==> src/rtl/text_render_pkg.sv <==
// ============================================================================
//  Module : text_render_pkg
//  Shared constants for the character-mode tile renderer.
//  Macro  : TEXT_RENDER_ATTR_EN widens text RAM words to carry fg/bg colour.
//  Rev    : 1.0  initial release
// ============================================================================
`default_nettype none

package text_render_pkg;

  localparam int TILE_W      = 8;
  localparam int FONT_ADDR_W = 11;
  localparam int CHAR_W      = 8;
  localparam int COLOR_W     = 4;

  // Attribute byte sits above the character code; fg in its low nibble.
  localparam int ATTR_LSB    = 8;
  localparam int ATTR_W      = 8;
  localparam int ATTR_FG_OFS = 0;
  localparam int ATTR_BG_OFS = 4;

`ifdef TEXT_RENDER_ATTR_EN
  localparam int TEXT_W = CHAR_W + ATTR_W;
`else
  localparam int TEXT_W = CHAR_W;
`endif

  localparam logic [2:0] PH_ADDR  = 3'd1;
  localparam logic [2:0] PH_LATCH = 3'd3;
  localparam logic [2:0] PH_LOAD  = 3'd7;

endpackage

`default_nettype wire

==> src/rtl/tile_fetch.sv <==
// ============================================================================
//  Module : tile_fetch
//  Next-tile address generation, text RAM / glyph ROM fetch and pending latch.
//  Macro  : TEXT_RENDER_ATTR_EN adds the pending attribute latch.
//  Rev    : 1.0  initial release
// ============================================================================
`default_nettype none

module tile_fetch
  import text_render_pkg::*;
#(
  parameter int COLS    = 32,
  parameter int ROWS    = 30,
  parameter int H_TOTAL = 320,
  parameter int V_TOTAL = 262,
  parameter int ADDR_W  = 10
) (
  input  logic                   clk,
  input  logic                   reset,
  input  logic [9:0]             hpos,
  input  logic [9:0]             vpos,
  output logic [ADDR_W-1:0]      text_addr,
  input  logic [TEXT_W-1:0]      text_data,
  output logic [FONT_ADDR_W-1:0] font_addr,
  input  logic [7:0]             font_data,
`ifdef TEXT_RENDER_ATTR_EN
  output logic [ATTR_W-1:0]      pending_attr,
`endif
  output logic [7:0]             pending
);

  localparam logic [6:0] c_cols   = 7'(COLS);
  localparam logic [6:0] c_rows   = 7'(ROWS);
  localparam logic [9:0] c_h_wrap = 10'(H_TOTAL - TILE_W);
  localparam logic [9:0] c_v_last = 10'(V_TOTAL - 1);

  logic [2:0]        w_phase;
  logic              w_wrap;
  logic [6:0]        w_ncol;
  logic [9:0]        w_nline;
  logic [6:0]        w_nrow;
  logic              w_blank;
  logic [ADDR_W-1:0] w_addr;

  logic [ADDR_W-1:0] r_text_addr;
  logic [2:0]        r_fetch_y;
  logic              r_blank;
  logic              r_primed;
  logic [7:0]        r_pending;

  assign w_phase = hpos[2:0];
  assign w_wrap  = (hpos >= c_h_wrap);
  assign w_ncol  = w_wrap ? 7'd0 : (hpos[9:3] + 7'd1);
  assign w_nline = !w_wrap ? vpos : ((vpos >= c_v_last) ? 10'd0 : (vpos + 10'd1));
  assign w_nrow  = w_nline[9:3];
  assign w_blank = (w_ncol >= c_cols) || (w_nrow >= c_rows);
  assign w_addr  = ADDR_W'(w_nrow) * ADDR_W'(COLS) + ADDR_W'(w_ncol);

  // r_primed keeps the tile already in flight at reset release blank, even
  // though the cleared blank flag would otherwise let RAM word 0 through.
  always_ff @(posedge clk or posedge reset) begin
    if (reset) begin
      r_text_addr <= '0;
      r_fetch_y   <= '0;
      r_blank     <= 1'b0;
      r_primed    <= 1'b0;
      r_pending   <= '0;
    end else begin
      if (w_phase == PH_ADDR) begin
        r_fetch_y <= w_nline[2:0];
        r_blank   <= w_blank;
        r_primed  <= 1'b1;
        if (!w_blank) r_text_addr <= w_addr;
      end
      if (w_phase == PH_LATCH)
        r_pending <= (r_blank || !r_primed) ? 8'h00 : font_data;
    end
  end

`ifdef TEXT_RENDER_ATTR_EN
  logic [ATTR_W-1:0] r_pending_attr;

  always_ff @(posedge clk or posedge reset) begin
    if (reset)
      r_pending_attr <= '0;
    else if (w_phase == PH_LATCH)
      r_pending_attr <= (r_blank || !r_primed) ? '0 : text_data[ATTR_LSB +: ATTR_W];
  end

  assign pending_attr = r_pending_attr;
`endif

  assign text_addr = r_text_addr;
  assign font_addr = {text_data[CHAR_W-1:0], r_fetch_y};
  assign pending   = r_pending;

endmodule

`default_nettype wire

==> src/rtl/text_tile_renderer.sv <==
// ============================================================================
//  Module : text_tile_renderer
//  8x8 glyph text renderer: prefetches the next tile, shifts pixels to rgb.
//  Macro  : TEXT_RENDER_ATTR_EN enables per-character fg/bg attributes.
//  Rev    : 1.0  initial release
// ============================================================================
`default_nettype none

module text_tile_renderer
  import text_render_pkg::*;
#(
  parameter int           COLS     = 32,
  parameter int           ROWS     = 30,
  parameter int           H_TOTAL  = 320,
  parameter int           V_TOTAL  = 262,
  parameter int           ADDR_W   = 10,
  parameter logic [3:0]   FG_COLOR = 4'hF,
  parameter logic [3:0]   BG_COLOR = 4'h0
) (
  input  logic                   clk,
  input  logic                   reset,
  input  logic [9:0]             hpos,
  input  logic [9:0]             vpos,
  input  logic                   display_on,
  output logic [ADDR_W-1:0]      text_addr,
  input  logic [TEXT_W-1:0]      text_data,
  output logic [FONT_ADDR_W-1:0] font_addr,
  input  logic [7:0]             font_data,
  output logic [COLOR_W-1:0]     rgb
);

  logic [TILE_W-1:0]  w_pending;
  logic [TILE_W-1:0]  r_shreg;
  logic [COLOR_W-1:0] w_fg;
  logic [COLOR_W-1:0] w_bg;

`ifdef TEXT_RENDER_ATTR_EN
  logic [ATTR_W-1:0]  w_pending_attr;
  logic [ATTR_W-1:0]  r_attr;
`endif

  tile_fetch #(
    .COLS    (COLS),
    .ROWS    (ROWS),
    .H_TOTAL (H_TOTAL),
    .V_TOTAL (V_TOTAL),
    .ADDR_W  (ADDR_W)
  ) u_tile_fetch (
    .clk          (clk),
    .reset        (reset),
    .hpos         (hpos),
    .vpos         (vpos),
    .text_addr    (text_addr),
    .text_data    (text_data),
    .font_addr    (font_addr),
    .font_data    (font_data),
`ifdef TEXT_RENDER_ATTR_EN
    .pending_attr (w_pending_attr),
`endif
    .pending      (w_pending)
  );

  // The load on the last phase makes the glyph MSB visible exactly at phase 0.
  always_ff @(posedge clk or posedge reset) begin
    if (reset)
      r_shreg <= '0;
    else if (hpos[2:0] == PH_LOAD)
      r_shreg <= w_pending;
    else
      r_shreg <= r_shreg << 1;
  end

`ifdef TEXT_RENDER_ATTR_EN
  always_ff @(posedge clk or posedge reset) begin
    if (reset)
      r_attr <= '0;
    else if (hpos[2:0] == PH_LOAD)
      r_attr <= w_pending_attr;
  end

  assign w_fg = r_attr[ATTR_FG_OFS +: COLOR_W];
  assign w_bg = r_attr[ATTR_BG_OFS +: COLOR_W];
`else
  assign w_fg = FG_COLOR;
  assign w_bg = BG_COLOR;
`endif

  assign rgb = display_on ? (r_shreg[TILE_W-1] ? w_fg : w_bg) : 4'h0;

endmodule

`default_nettype wire

==> config.mk <==
export PLATFORM = sky130hd
export DESIGN_NAME = text_tile_renderer
export DESIGN_NICKNAME = d
export VERILOG_FILES = /design/src/rtl/text_render_pkg.sv /design/src/rtl/tile_fetch.sv /design/src/rtl/text_tile_renderer.sv
export SDC_FILE = /design/constraint.sdc
export NUM_CORES = 1
export LEC_CHECK = 0
export BUFFER_PORTS_ARGS = -buffer_cell sky130_fd_sc_hd__buf_2
export CAP_MARGIN = 0
export CORE_MARGIN = 8
export CORE_UTILIZATION = 46
export CTS_CLUSTER_SIZE = 16
export DETAILED_ROUTE_END_ITERATION = 8
export PLACE_DENSITY = 0.75
export SYNTH_ARGS = -nofsm -noshare
export SYNTH_HDL_FRONTEND = slang
export SYNTH_HIERARCHICAL = 1
export SYNTH_SLANG_ARGS = --single-unit
==> constraint.sdc <==
create_clock -name clk -period 0.9 [get_ports clk]
set_input_delay 0 -clock clk [delete_from_list [all_inputs] [get_ports clk]]
set_output_delay 0 -clock clk [all_outputs]
set_load 0.02 [all_outputs]
-- Word level (Yosys, flattened, before mapping)
Index checks and enable logic that the tools add are counted.
- bits of input ports: 39
- memory bits (writable): 0
- memories: 0
- bits in registers: 31
- bits in latches: 0
- ROM bits: 0
- mux-type cells: 7
- equal/unequal tests: 3
- add/sub/neg operators: 3
- magnitude comparators: 4
- reductions and logical operators: 4
- div/mod/pow operators: 0
- bitwise operators: 1
- shift operators: 0
- multiply operators: 0
- operators with widths (cell ; count):
    $ge 10x9->1 const B ; 2
    $mux 10 ; 2
    $mux 8 ; 2
    $add 10x1->10 const B ; 1
    $add 10x7->10 ; 1
    $mux 4 ; 2
    $add 7x1->7 const B ; 1
    $ge 7x5->1 const B ; 1
    $ge 7x6->1 const B ; 1
    $mux 7 ; 1
    $eq 3x1->1 const B ; 1
    $eq 3x2->1 const B ; 1
    $eq 3x3->1 const B ; 1
    $logic_or 1x1->1 ; 2
    $reduce_and 2->1 ; 1
    $logic_not 1->1 ; 1
    $not 1->1 ; 1

-- Longest topological paths before layout
- depth in word-level cells: 7
- gate-level depth with buffers: 14

-- By module
The synthesis kept the hierarchy.
- modules (own cells, without submodules) (module ; cells an instance ; sequential area each (sq um) ; area each (sq um) ; times used):
    tile_fetch ; 188 ; 575.6 ; 1646.6 ; 1
    text_tile_renderer ; 23 ; 200.2 ; 336.6 ; 1

-- Worst setup path after synthesis
Ideal clock, no wire load.
- kind: input to register
- start: input vpos[3]
- end: register u_tile_fetch.r_text_addr[6], in the netlist u_tile_fetch/text_addr[6]
- setup slack: -1.532 ns
- stages: 7
- data arrival time: 2.307 ns
- required time: 0.775 ns
- cells stage by stage: or4_4 -> a2111oi_4 -> o21ai_0 -> o31ai_1 -> ha_1 -> fa_1 -> mux2_4
- elaborated cells between the ends (all ways): 9
- classes of those cells: add/sub: 2; order compare: 2; mux: 2; bitwise: 1; reduce/logical: 2
- RTL lines (element ; RTL line ; RTL):
    start, declared ; text_tile_renderer.sv:23 ; input logic [9:0] vpos,
    $add 10x1->10 / $ge 10x9->1 (equally long branches) ; tile_fetch.sv:54 ; assign w_nline = !w_wrap ? vpos : ((vpos >= c_v_last) ? 10'd0 : (vpos + 10'd1));
    $mux 10 ; tile_fetch.sv:54 ;
    $mux 10 (*) ; tile_fetch.sv:54 ;
    $add 10x7->10 (*) ; tile_fetch.sv:57 ; assign w_addr = ADDR_W'(w_nrow) * ADDR_W'(COLS) + ADDR_W'(w_ncol);
    net u_tile_fetch.w_addr[6] ; tile_fetch.sv:43 ; logic [ADDR_W-1:0] w_addr;
    end signal, assigned ; tile_fetch.sv:73 ; if (!w_blank) r_text_addr <= w_addr;
    end, declared ; tile_fetch.sv:45 ; logic [ADDR_W-1:0] r_text_addr;
Mark *: on every way through the listed nets, which the timed path passes. The rest lies on a longest branch.
A chain may end at the register's enable or synchronous reset.

-- Final worst setup path
- start: input vpos[9]
- end: register u_tile_fetch.r_text_addr[6], in the netlist u_tile_fetch/text_addr[6]
- elaborated cells between the ends (all ways): 9
- classes of those cells: add/sub: 2; order compare: 2; mux: 2; bitwise: 1; reduce/logical: 2
- RTL lines (element ; RTL line):
    $ge 10x9->1 ; tile_fetch.sv:54
    $mux 10 (2 in series) ; tile_fetch.sv:54
    $add 10x7->10 ; tile_fetch.sv:57
    net u_tile_fetch.w_addr[6] ; tile_fetch.sv:43
The timed path passes the listed nets, and every way through them passes these cells.

==> results_dict.tcl <==
set metrics [dict create \
    status "finished, violations left" \
    violations "setup timing" \
    timing.fmax_mhz 489 \
    dieArea_mm2 0.00667 \
    clock-sinks 31 \
    ant_nets 0 \
    num_rows 24 \
    synth_xor_area_frac 0.0177 \
    period_needed_ns 2.04 \
    syn_inst 211 \
    wl_um 5340 \
    syn_area_per_cell_um2 9.40 \
    rrSetupSlack_ns -0.04 \
    crit_type "input pin to flip-flop" \
    synthArstFlopShare 1.00 \
    leakagePower_nw 1.44 \
    clock_latency_ns 0.27 \
    critPathMaxStageDelay_ns 0.53 \
    yosys.cell_count.top_type "dfrtp_1" \
    dp.cells 347 \
    grt_pass1_wl_um 8650 \
    wl_per_cell_um 14.6 \
    drt_pre_antenna_iters 4 \
    layout-drive-gt1-share 0.516 \
    pwr-share-seq 0.423 \
    cp-end-kind "flip-flop" \
    grt_max_degree 21 \
    nFillCells 335 \
    syn_to_final_growth_pct 51.5 \
    combPwrFrac 0.342 \
    dieHeight_um 81.7 \
    drc 0 \
    rsz0062_at_grt "yes" \
    synthAdderAreaFrac 0.0479 \
    synth-compound-area-share 0.218 \
    clockBufferDepth 2 \
    min_from "text_data[7]" \
    switching_share 0.316 \
    synthSimpleGateAreaFrac 0.182 \
    yosysSeqAreaShare 0.391 \
    synth_edf_count 0 \
    synth_mux_area_frac 0.0656 \
    yosysWarnings 6 \
    multi_input_area_mm2 0.00124 \
    ir_worst_vdd_v 0.000599 \
    setup-tns-final_ns -11.98 \
    cp_slowest_cell "or4_4" \
    hold_class "input pin to output pin" \
    io_buffers 47 \
    p_int_mw 2.78 \
    gp_congestion 0.876 \
    yosys-top-cells-count "31 x dfrtp_1, 24 x o21ai_0, 23 x nand2_1" \
    pre_cts_slack_ns -1.57 \
    hold_path_depth 0 \
    setup_viol 23 \
    synth_top_cell_area_share 0.391 \
    synth_top_family_by_area "compound AO/OA/AOI/OAI gates" \
    grtUsageTotal 0.162 \
    cts_buffers 5 \
    gr-total-overflow 0 \
    synth_area_leaders "dfrtp_1 39%, o21ai_0 6.1%, nand2_1 4.4%" \
    cap_violations 0 \
    worstPathArrival_ns 2.20 \
    ys_seq_elements 31 \
    skew_ns 0.00522 \
    cts_tree "done" \
    design_power_total_mw 4.06 \
    core-area_mm2 0.00426 \
    rr_startpoint "u_tile_fetch/r_blank" \
    vias 1934 \
    clockPowerShare 0.234 \
    cp.required_ns 1.06 \
    layout.nets 361 \
    grt_pass1_vias 1999 \
    regArea_um2 776 \
    timing.final.ws_setup_ns -1.14 \
    syn_area_mm2 0.00198 \
    n_antenna_cell 0 \
    antenna_found_initial 0 \
    synth_cell_types 51 \
    via_per_inst 5.28 \
    boundaryPins 64 \
    startpoint_type "input pin" \
    die_x_um 81.7 \
    cts_root_buf "clkbuf_8" \
    p_switching_mw 1.28 \
    drt_iter0_drc 59 \
    finalCritPeriodShare 2.27 \
    synth_top_area_cell "dfrtp_1" \
    hold_violations 0 \
    final_max_slew_viol_count 0 \
    reg2reg_depth 4 \
    cp_cell_sequence "buf_6, or4_4, a2111oi_4, nor2_2, nor2b_1, o21ai_1, o31ai_2, ha_2, fa_2, mux2_4" \
    start_util 0.465 \
    synth_flop_cell "dfrtp_1" \
    final_cells 366 \
    htreeDepth 2 \
    r2r_end "u_tile_fetch/pending[3]" \
    place_hpwl_um 3970 \
    min_to "font_addr[10]" \
    clkSlewWorstSetupHoldPaths_ns 0.06 \
    crit_fanout 3 \
    powerDensity_mw_per_mm2 1350 \
]
-- logic make-up (layout without fill, tap and decap cells) --
logic type / after synthesis / after routing
buffers and inverters: 26 / 128
multiplexers: 11 / 11
XOR/XNOR: 4 / 4
other: 1 / 2
adder cells (fa/ha/maj): 7 / 7
flip-flops: 31 / 31
AO/OA/AOI/OAI: 62 / 62
AND/OR/NAND/NOR: 69 / 69
-- placed cells by master, fill, tap and decap left out, drive strengths merged, types with 3 or more instances in the layout --
master / Yosys / routed
buf: 12 / 105
clkbuf: 6 / 6
nand3: 6 / 6
o21ai: 26 / 26
and3: 3 / 3
o31ai: 8 / 8
a21boi: 3 / 3
nor2b: 3 / 3
inv: 8 / 8
a21oi: 11 / 11
nand2: 23 / 23
dlygate4sd3: 0 / 9
mux2: 10 / 10
dfrtp: 31 / 31
nor2: 13 / 13
ha: 6 / 6
nor3: 4 / 4
-- routing by layer --
layer,vias to the layer above,share of wire,GRT usage
li1,952,-,-
met1,908,0.40,0.184
met2,63,0.52,0.295
met3,11,0.061,0.0295
met4,0,0.020,0.0579
met5,-,0,0
-- power by group through the flow --
stage	clock, mW	sequential, mW	combinational, mW
finish	0.952	1.72	1.39
global route	1.04	1.74	1.51
CTS	0.984	1.71	1.28
detailed placement	0	1.74	1.18
global placement	0	1.73	1.15
floorplan	0	1.85	0.560
-- flip-flops by register name, summed over array words and instances, names as in the netlist --
register / count
u_tile_fetch/r_fetch_y: 3
u_tile_fetch/text_addr: 10
u_tile_fetch/r_blank: 1
u_tile_fetch/r_primed: 1
u_tile_fetch/pending: 8
r_shreg: 8
-- critical path, delay by kind of cell --
family | cells | cell delay, ns
compound gates | 3 | 0.44
simple gates | 3 | 0.71
mux | 1 | 0.27
buf+inv | 1 | 0.09
fa+ha+maj | 2 | 0.69
-- what timing repair did --
action                                  in CTS  in global routing
hold buffers                                 9                  0
buffers inserted                             3                  2
endpoints found under the setup margin      26                 26
gates resized for setup                     32                 30
endpoints found under the hold margin       39                  0
pin swaps                                   13                 15
-- worst max path at each step --
stage | startpoint | to | slack (ns) | cells past startpoint
after floorplan | vpos[3] | u_tile_fetch/text_addr[6] | -1.23 | 6
after CTS | vpos[7] | u_tile_fetch/text_addr[6] | -1.22 | 10
after global routing | vpos[9] | u_tile_fetch/text_addr[9] | -1.25 | 12
after global placement | vpos[3] | u_tile_fetch/text_addr[9] | -1.45 | 10
final | vpos[9] | u_tile_fetch/text_addr[6] | -1.14 | 10
after detailed placement | vpos[3] | u_tile_fetch/text_addr[9] | -1.57 | 10
-- stage by stage --
stage / util / cell area, um^2 / hold WS, ns
after CTS: 0.673 / 2870 / 0.000137
after detailed placement: 0.610 / 2600 / -0.0723
after global placement: 0.610 / 2600 / -0.0700
final: 0.705 / 3010 / 0.0000435
after global routing: 0.705 / 3010 / 0.000118
after floorplan: - / 2010 / -0.184
-- final cells by class --
cell class	count	share of cell area
sequential	31	0.258
tap	52	0.0216
inverter	8	0.00999
timing repair buffer	114	0.275
multi-input combinational	155	0.411
clock buffer	6	0.0241
Power figures use the tool's default switching activity.
